## src/rtl/dwrr_cfg.sv

```systemverilog
// Double-buffered DWRR quantum table: host writes a shadow bank, which is copied atomically to
// the active bank on a round boundary or on timeout. Optional clamp: DWRR_CFG_CLAMP_EN.
module dwrr_cfg #(
    parameter int NUM_REQS = 4,
    parameter int QWID     = 8,
    parameter int PSIZE    = 8,
    parameter int DEF_Q    = 16,
    parameter int TMO      = 255,
    parameter int AWID     = $clog2(NUM_REQS)
) (
    input  logic                     clk,
    input  logic                     rst,
    input  logic                     wr_valid,
    output logic                     wr_ready,
    input  logic [AWID-1:0]          wr_addr,
    input  logic [QWID-1:0]          wr_data,
    input  logic                     commit_req,
    input  logic                     round_end,
    output logic                     commit_ack,
    output logic                     pending,
    output logic                     timeout,
    output logic                     err,
    output logic [NUM_REQS*QWID-1:0] quantums_out
);

    localparam logic [1:0] StIdle   = 2'd0;
    localparam logic [1:0] StDirty  = 2'd1;
    localparam logic [1:0] StArmed  = 2'd2;
    localparam logic [1:0] StCommit = 2'd3;

    localparam logic [31:0]     NumReqsU = NUM_REQS;
    localparam logic [7:0]      TmoLast  = 8'(TMO - 1);
    localparam logic [QWID-1:0] DefQ     = QWID'(DEF_Q);

    logic [1:0]      state_q, state_d;
    logic [QWID-1:0] shadow_q [NUM_REQS];
    logic [QWID-1:0] active_q [NUM_REQS];
    logic [7:0]      cnt_q;
    logic            err_q, timeout_q;

    logic            wr_fire, addr_ok, tmo_hit, load_active, forced;
    logic [QWID-1:0] wdata;

    always_comb begin
        wr_fire = wr_valid & wr_ready;
        addr_ok = 32'(wr_addr) < NumReqsU;
`ifdef DWRR_CFG_CLAMP_EN
        wdata = (wr_data < QWID'(PSIZE)) ? QWID'(PSIZE) : wr_data;
`else
        wdata = wr_data;
`endif
        // Counter sits at 0 on the first ARMED cycle, so TMO ARMED cycles elapse before the copy.
        tmo_hit     = cnt_q >= TmoLast;
        load_active = (state_q == StArmed) && (round_end || tmo_hit);
        forced      = (state_q == StArmed) && !round_end && tmo_hit;
    end

    always_comb begin
        state_d = state_q;
        case (state_q)
            StIdle:   if (wr_fire && addr_ok) state_d = StDirty;
            StDirty:  if (commit_req) state_d = StArmed;
            StArmed:  if (load_active) state_d = StCommit;
            StCommit: state_d = StIdle;
            default:  state_d = StIdle;
        endcase
    end

    always_ff @(posedge clk) begin
        if (rst) begin
            state_q   <= StIdle;
            cnt_q     <= 8'd0;
            err_q     <= 1'b0;
            timeout_q <= 1'b0;
            for (int i = 0; i < NUM_REQS; i++) begin
                shadow_q[i] <= DefQ;
                active_q[i] <= DefQ;
            end
        end else begin
            state_q <= state_d;
            err_q   <= wr_fire && !addr_ok;
            if (wr_fire && addr_ok) begin
                for (int i = 0; i < NUM_REQS; i++) begin
                    if (32'(wr_addr) == 32'(i)) shadow_q[i] <= wdata;
                end
            end
            // Shadow is frozen outside IDLE/DIRTY, so this copy is a single coherent snapshot.
            if (load_active) begin
                for (int i = 0; i < NUM_REQS; i++) active_q[i] <= shadow_q[i];
            end
            if (forced) timeout_q <= 1'b1;
            if (state_q == StDirty && commit_req) begin
                cnt_q <= 8'd0;
            end else if (state_q == StArmed && cnt_q != 8'hFF) begin
                cnt_q <= cnt_q + 8'd1;
            end
        end
    end

    always_comb begin
        for (int i = 0; i < NUM_REQS; i++) quantums_out[i*QWID +: QWID] = active_q[i];
    end

    assign wr_ready   = (state_q == StIdle) || (state_q == StDirty);
    assign pending    = state_q != StIdle;
    assign commit_ack = state_q == StCommit;
    assign err        = err_q;
    assign timeout    = timeout_q;

endmodule

```

## config.mk

```make
export PLATFORM = sky130hd
export DESIGN_NAME = dwrr_cfg
export DESIGN_NICKNAME = d
export VERILOG_FILES = /design/src/rtl/dwrr_cfg.sv
export SDC_FILE = /design/constraint.sdc
export NUM_CORES = 1
export LEC_CHECK = 0
export ABC_AREA = 1
export CORE_MARGIN = 2
export CORE_UTILIZATION = 45
export CTS_CLUSTER_SIZE = 30
export DETAILED_ROUTE_END_ITERATION = 7
export PLACE_DENSITY = 0.72
export SLEW_MARGIN = 20
export SYNTH_ARGS = -nofsm -noshare
export SYNTH_HDL_FRONTEND = slang
export SYNTH_SLANG_ARGS = --single-unit
```

## constraint.sdc

```tcl
create_clock -name clk -period 2 [get_ports clk]
set_clock_uncertainty 0.1 [all_clocks]
set_input_delay 0.4 -clock clk [delete_from_list [all_inputs] [get_ports clk]]
set_output_delay 0.4 -clock clk [all_outputs]
set_load 0.005 [all_outputs]
```

# Word level (Yosys, flattened, before mapping)
# Memories as Yosys holds them, arrays and structs flattened.
# Index checks and enable logic that the tools add are counted.
[totals]
ff_bits = 11
ram_bits = 64
input_bits = 15
out_inout_bits = 37
word_cells = 72
memories = 2
[op_classes]
n_addsub = 1
n_lt_le_gt_ge = 1
eq_ne = 10
n_mux = 33
bitwise = 9
reduce_logical = 13
[mem_list]
columns = ["memory", "depth", "word_bits", "rd", "rd_ports_with_merged_regs", "wr", "line_no", "rtl"]
rows = [
  ["active_q", 4, 8, 4, 0, 4, "37", "logic [QWID-1:0] active_q [NUM_REQS];"],
  ["shadow_q", 4, 8, 4, 0, 4, "36", "logic [QWID-1:0] shadow_q [NUM_REQS];"],
]
[ops]
columns = ["operator", "count"]
rows = [
  ["$mux W8", 8],
  ["$mux W1", 21],
  ["$add A8 B1 Y8 const B", 1],
  ["$eq A2 B2 Y1 const B", 4],
  ["$ge A8 B8 Y1 const B", 1],
  ["$ne A8 B8 Y1 const B", 1],
  ["$or A1 B1 Y1", 8],
  ["$pmux W2 S4", 1],
  ["$mux W2", 3],
  ["$ne A2 B2 Y1 const B", 3],
  ["$logic_and A1 B1 Y1", 5],
  ["$eq A2 B1 Y1 const B", 2],
  ["$logic_not A2 Y1", 2],
  ["$reduce_and A3 Y1", 1],
  ["$logic_or A1 B1 Y1", 2],
  ["$reduce_bool A2 Y1", 1],
  ["$reduce_or A2 Y1", 1],
  ["$and A1 B1 Y1", 1],
  ["$logic_not A1 Y1", 1],
]

# Logic depth before layout (Yosys ltp)
[logic_depth]
word_depth = 7
mapped_depth = 9
ltp_nobuf = 9

# Least setup slack after synthesis
# OpenSTA, ideal clock, no wires.
[synth_timing]
path_type = "register to register"
startpoint = "register cnt_q[0]"
endpoint = "memory active_q[0][0] (enable)"
setup_time_ps = 479
t_arrival_ps = 1475
t_required_ps = 1421
path_slack_ps = -53
path_stages_with_launch = 9
path_buffers = 0
synth_period_minus_slack_ps = 2053
cell_sequence = "dfxtp_1 > inv_1 > ha_1 > nor2_1 > nor2_2 > nand2_1 > nand2_2 > nand2_1 > nand2_1"
[synth_lines]
columns = ["element", "line_no", "rtl"]
rows = [
  ["start: declaration", "38", "logic [7:0] cnt_q;"],
  ["start signal: assignment", "95", "cnt_q <= cnt_q + 8'd1;"],
  ["end: declaration", "37", ""],
]

# Worst setup path after layout
[layout_timing]
startpoint = "register state_q[0]"
endpoint = "output port wr_ready"
[layout_via]
elab_chain_cells = 2
elab_cells_between_ends = 3
classes_between = "eq/ne: 1; reduce/logical: 2"
[layout_rtl]
columns = ["element", "line_no", "rtl"]
rows = [
  ["start: declaration", "35", "logic [1:0] state_q, state_d;"],
  ["start signal: assignment", "71", "state_q <= StIdle;"],
  ["start signal: assignment", "80", "state_q <= state_d;"],
  ["$eq A2 B1 Y1 / $logic_not A2 Y1 (equally long branches)", "104", "assign wr_ready = (state_q == StIdle) || (state_q == StDirty);"],
  ["$logic_or A1 B1 Y1 (*)", "104", ""],
  ["end: declaration", "14", "output logic wr_ready,"],
]
# Mark *: on every way between the ends. The rest lies on a longest branch, timed or not.

==> flow_summary_export.csv <==
group,metric,value,unit
synthesis,yosys_warnings,0,
floorplanning,die_y,87.6,um
cells_and_area,multi_input_area,777,um^2
critical_path,cp_max_fo,3,
global_route,grt_pass1_vias,1983,
clock_network,path_clk_slew,0.09,ns
cells_and_area,layout-drive-gt1-share,0.133,
floorplanning,die_w,87.6,um
critical_path,crit_family,"flip-flops",
critical_path,crit_type,"flip-flop to output pin",
clock_network,clock_sinks,75,
synthesis,syn_area,0.00315,mm^2
placement,gp_congestion,0.830,
synthesis,netlist_instances,295,
routing,wl_per_cell,12.3,um
power,power.total,4.21,mW
clock_network,numCtsBuffers,9,
min_path,holdPathStages,2,
cells_and_area,seq_area,0.00215,mm^2
floorplanning,rows,30,
placement,hpwl,4.04,mm
floorplanning,fp.coreArea,0.00679,mm^2
timing,fin_crit_sh,0.913,
timing,setup_viol_count_final,0,
global_route,grt-ovfl-total,0,
timing,tns,0,ns
timing,finalHoldViolCount,0,
cells_and_area,nets,384,
floorplanning,initial_utilization,0.463,
clock_network,max-clock-path-buffers,2,
global_route,grt_max_degree,27,
synthesis,synth_seq_cells,75,
routing,antenna_left,0,
cells_and_area,mostFrequentLayoutCell,"nor2_1",
routing,wirelength,5.71,mm
timing,slew_viol_final,0,
synthesis,ys_seq_area_frac,0.681,
clock_network,cts_hold_buf,0,
synthesis,yosys.area_share.simple,0.182,
synthesis,synth_top_family_by_area,"simple AND/OR/NAND/NOR gates",
min_path,min_path_type,"flip-flop to flip-flop",
clock_network,htreeDepth,3,
routing,drt_first_iter_violations,112,
critical_path,crit_buf_inv,3,
synthesis,synthAdderAreaFrac,0.0239,
floorplanning,pin_count,52,
synthesis,synth-compound-area-share,0.0258,
timing,hold_ws,0.380,ns
synthesis,synth_cell_types,22,
run,cap_violations,0,
synthesis,synth.area.mux_share,0,
routing,via_per_inst,4.48,
clock_network,cts_root_buf,"clkbuf_8",
power,ir_drop,564,uV
cells_and_area,layout_common_cells,"71 x nor2_1, 64 x edfxtp_1, 55 x inv_1",
cells_and_area,diodes,0,
critical_path,ff2ff_path_depth,9,
timing,rsz0062_at_grt,"false",
power,leakage,1.61,nW
cells_and_area,n_fill_cell,574,
clock_network,clk-insertion-delay-late,0.35,ns
global_route,grt_pass1_wl,9.05,mm
critical_path,end_kind,"output pin",
critical_path,cp.depth,5,
placement,numPortBuffers,50,
routing,dr.pass1.iters,4,
synthesis,syn_area_per_cell,10.7,um^2
critical_path,critPathArrivalTime,1.33,ns
synthesis,synth_xor_area_frac,0.00557,
clock_network,cts_tree,"done",
critical_path,cp-start-kind,"flip-flop",
critical_path,cp_cell_sequence,"inv_4 > ha_4 > inv_2 > nand2_1 > dlygate4sd2_1",
outcome,outcome,"complete, no violations",
cells_and_area,syn_to_final_growth,30.2,%
global_route,antenna_found_initial,0,
timing,period_minus_slack,1.83,ns
critical_path,slowest_stage,"dfxtp_4",
routing,drc_errors,0,
synthesis,syn_nets,316,
global_route,track_usage,0.161,
routing,num_vias,2080,
timing,max_freq,547,MHz
floorplanning,die_area,0.00768,mm^2
power,powerDensity,1030,mW/mm^2
critical_path,cp.required,1.50,ns
critical_path,critPathMaxStageDelay,0.39,ns
registers in the layout, summed over array words and instances (netlist names):
signal    cells
active_q     32
shadow_q     32
cnt_q         8
state_q       2
timeout       1
final cells by class:
| class | instances | area share |
|---|---|---|
| Timing Repair Buffer | 62 | 0.146 |
| Clock inverter | 7 | 0.0260 |
| Clock buffer | 9 | 0.0302 |
| Tap cell | 96 | 0.0293 |
| Sequential cell | 75 | 0.524 |
| Inverter | 59 | 0.0547 |
| Multi-Input combinational cell | 156 | 0.190 |
routing by layer:
layer | global-route usage | vias up | wire length [um]
met5 | 0 | - | 0
met4 | 0.102 | 0 | 107
met3 | 0.0424 | 11 | 282
met2 | 0.264 | 58 | 2870
met1 | 0.188 | 946 | 2440
li1 | - | 1065 | -
tightest hold or removal path, delay by kind of cell, from the launching register on:
family          cells  cell delay [ns]
flops               1             0.33
buf+inv             1             0.06
compound gates      1             0.05
cells by family after synthesis:
group,count (synthesis)
AO/OA/AOI/OAI,14
other,1
adder cells (fa/ha/maj),6
buffers and inverters,64
flip-flops,75
AND/OR/NAND/NOR,133
XOR/XNOR,2
cell usage after synthesis, drive strengths merged:
master / number / area share
a21oi: 11 / 0.021
buf: 5 / 0.011
conb: 1 / 0.0012
dfxtp: 11 / 0.070
edfxtp: 64 / 0.61
ha: 6 / 0.024
inv: 59 / 0.070
nand2: 35 / 0.043
nand3: 11 / 0.021
nand3b: 1 / 0.0024
nand4: 5 / 0.0099
nor2: 73 / 0.089
o21ai: 3 / 0.0048
or2: 8 / 0.016
xor2: 2 / 0.0056
report_power, final:
group	internal (mW)	total (mW)	switching, mW	leakage, nW
Sequential	1.90	1.97	0.0728	0.730
Combinational	0.407	0.899	0.492	0.767
Clock	0.729	1.34	0.609	0.117
Total	3.03	4.21	1.17	1.61
metrics by stage:
stage,area [um^2],worst slack (ns),util,instances
3_3_place_gp,3820,0.0540,0.563,446
2_1_floorplan,3150,0.238,-,295
6_report,4100,0.173,0.603,464
4_1_cts,4100,0.160,0.603,464
5_1_grt,4100,0.133,0.603,464
3_5_place_dp,3820,0.000793,0.563,446
timing repair:
item	CTS	global route
hold endpoints to repair	0	0
endpoints found under the setup margin	2	0
setup buffers	2	0
resized for setup	15	0
worst paths after layout:
| path | from | end | slack (ns) |
|---|---|---|---|
| max | state_q[0] | wr_ready | 0.17 |
| min | timeout | timeout | 0.38 |
| max reg2reg | cnt_q[0] | active_q[1][3] | 0.28 |
| min reg2reg | timeout | timeout | 0.38 |
Power figures use the tool's default switching activity.
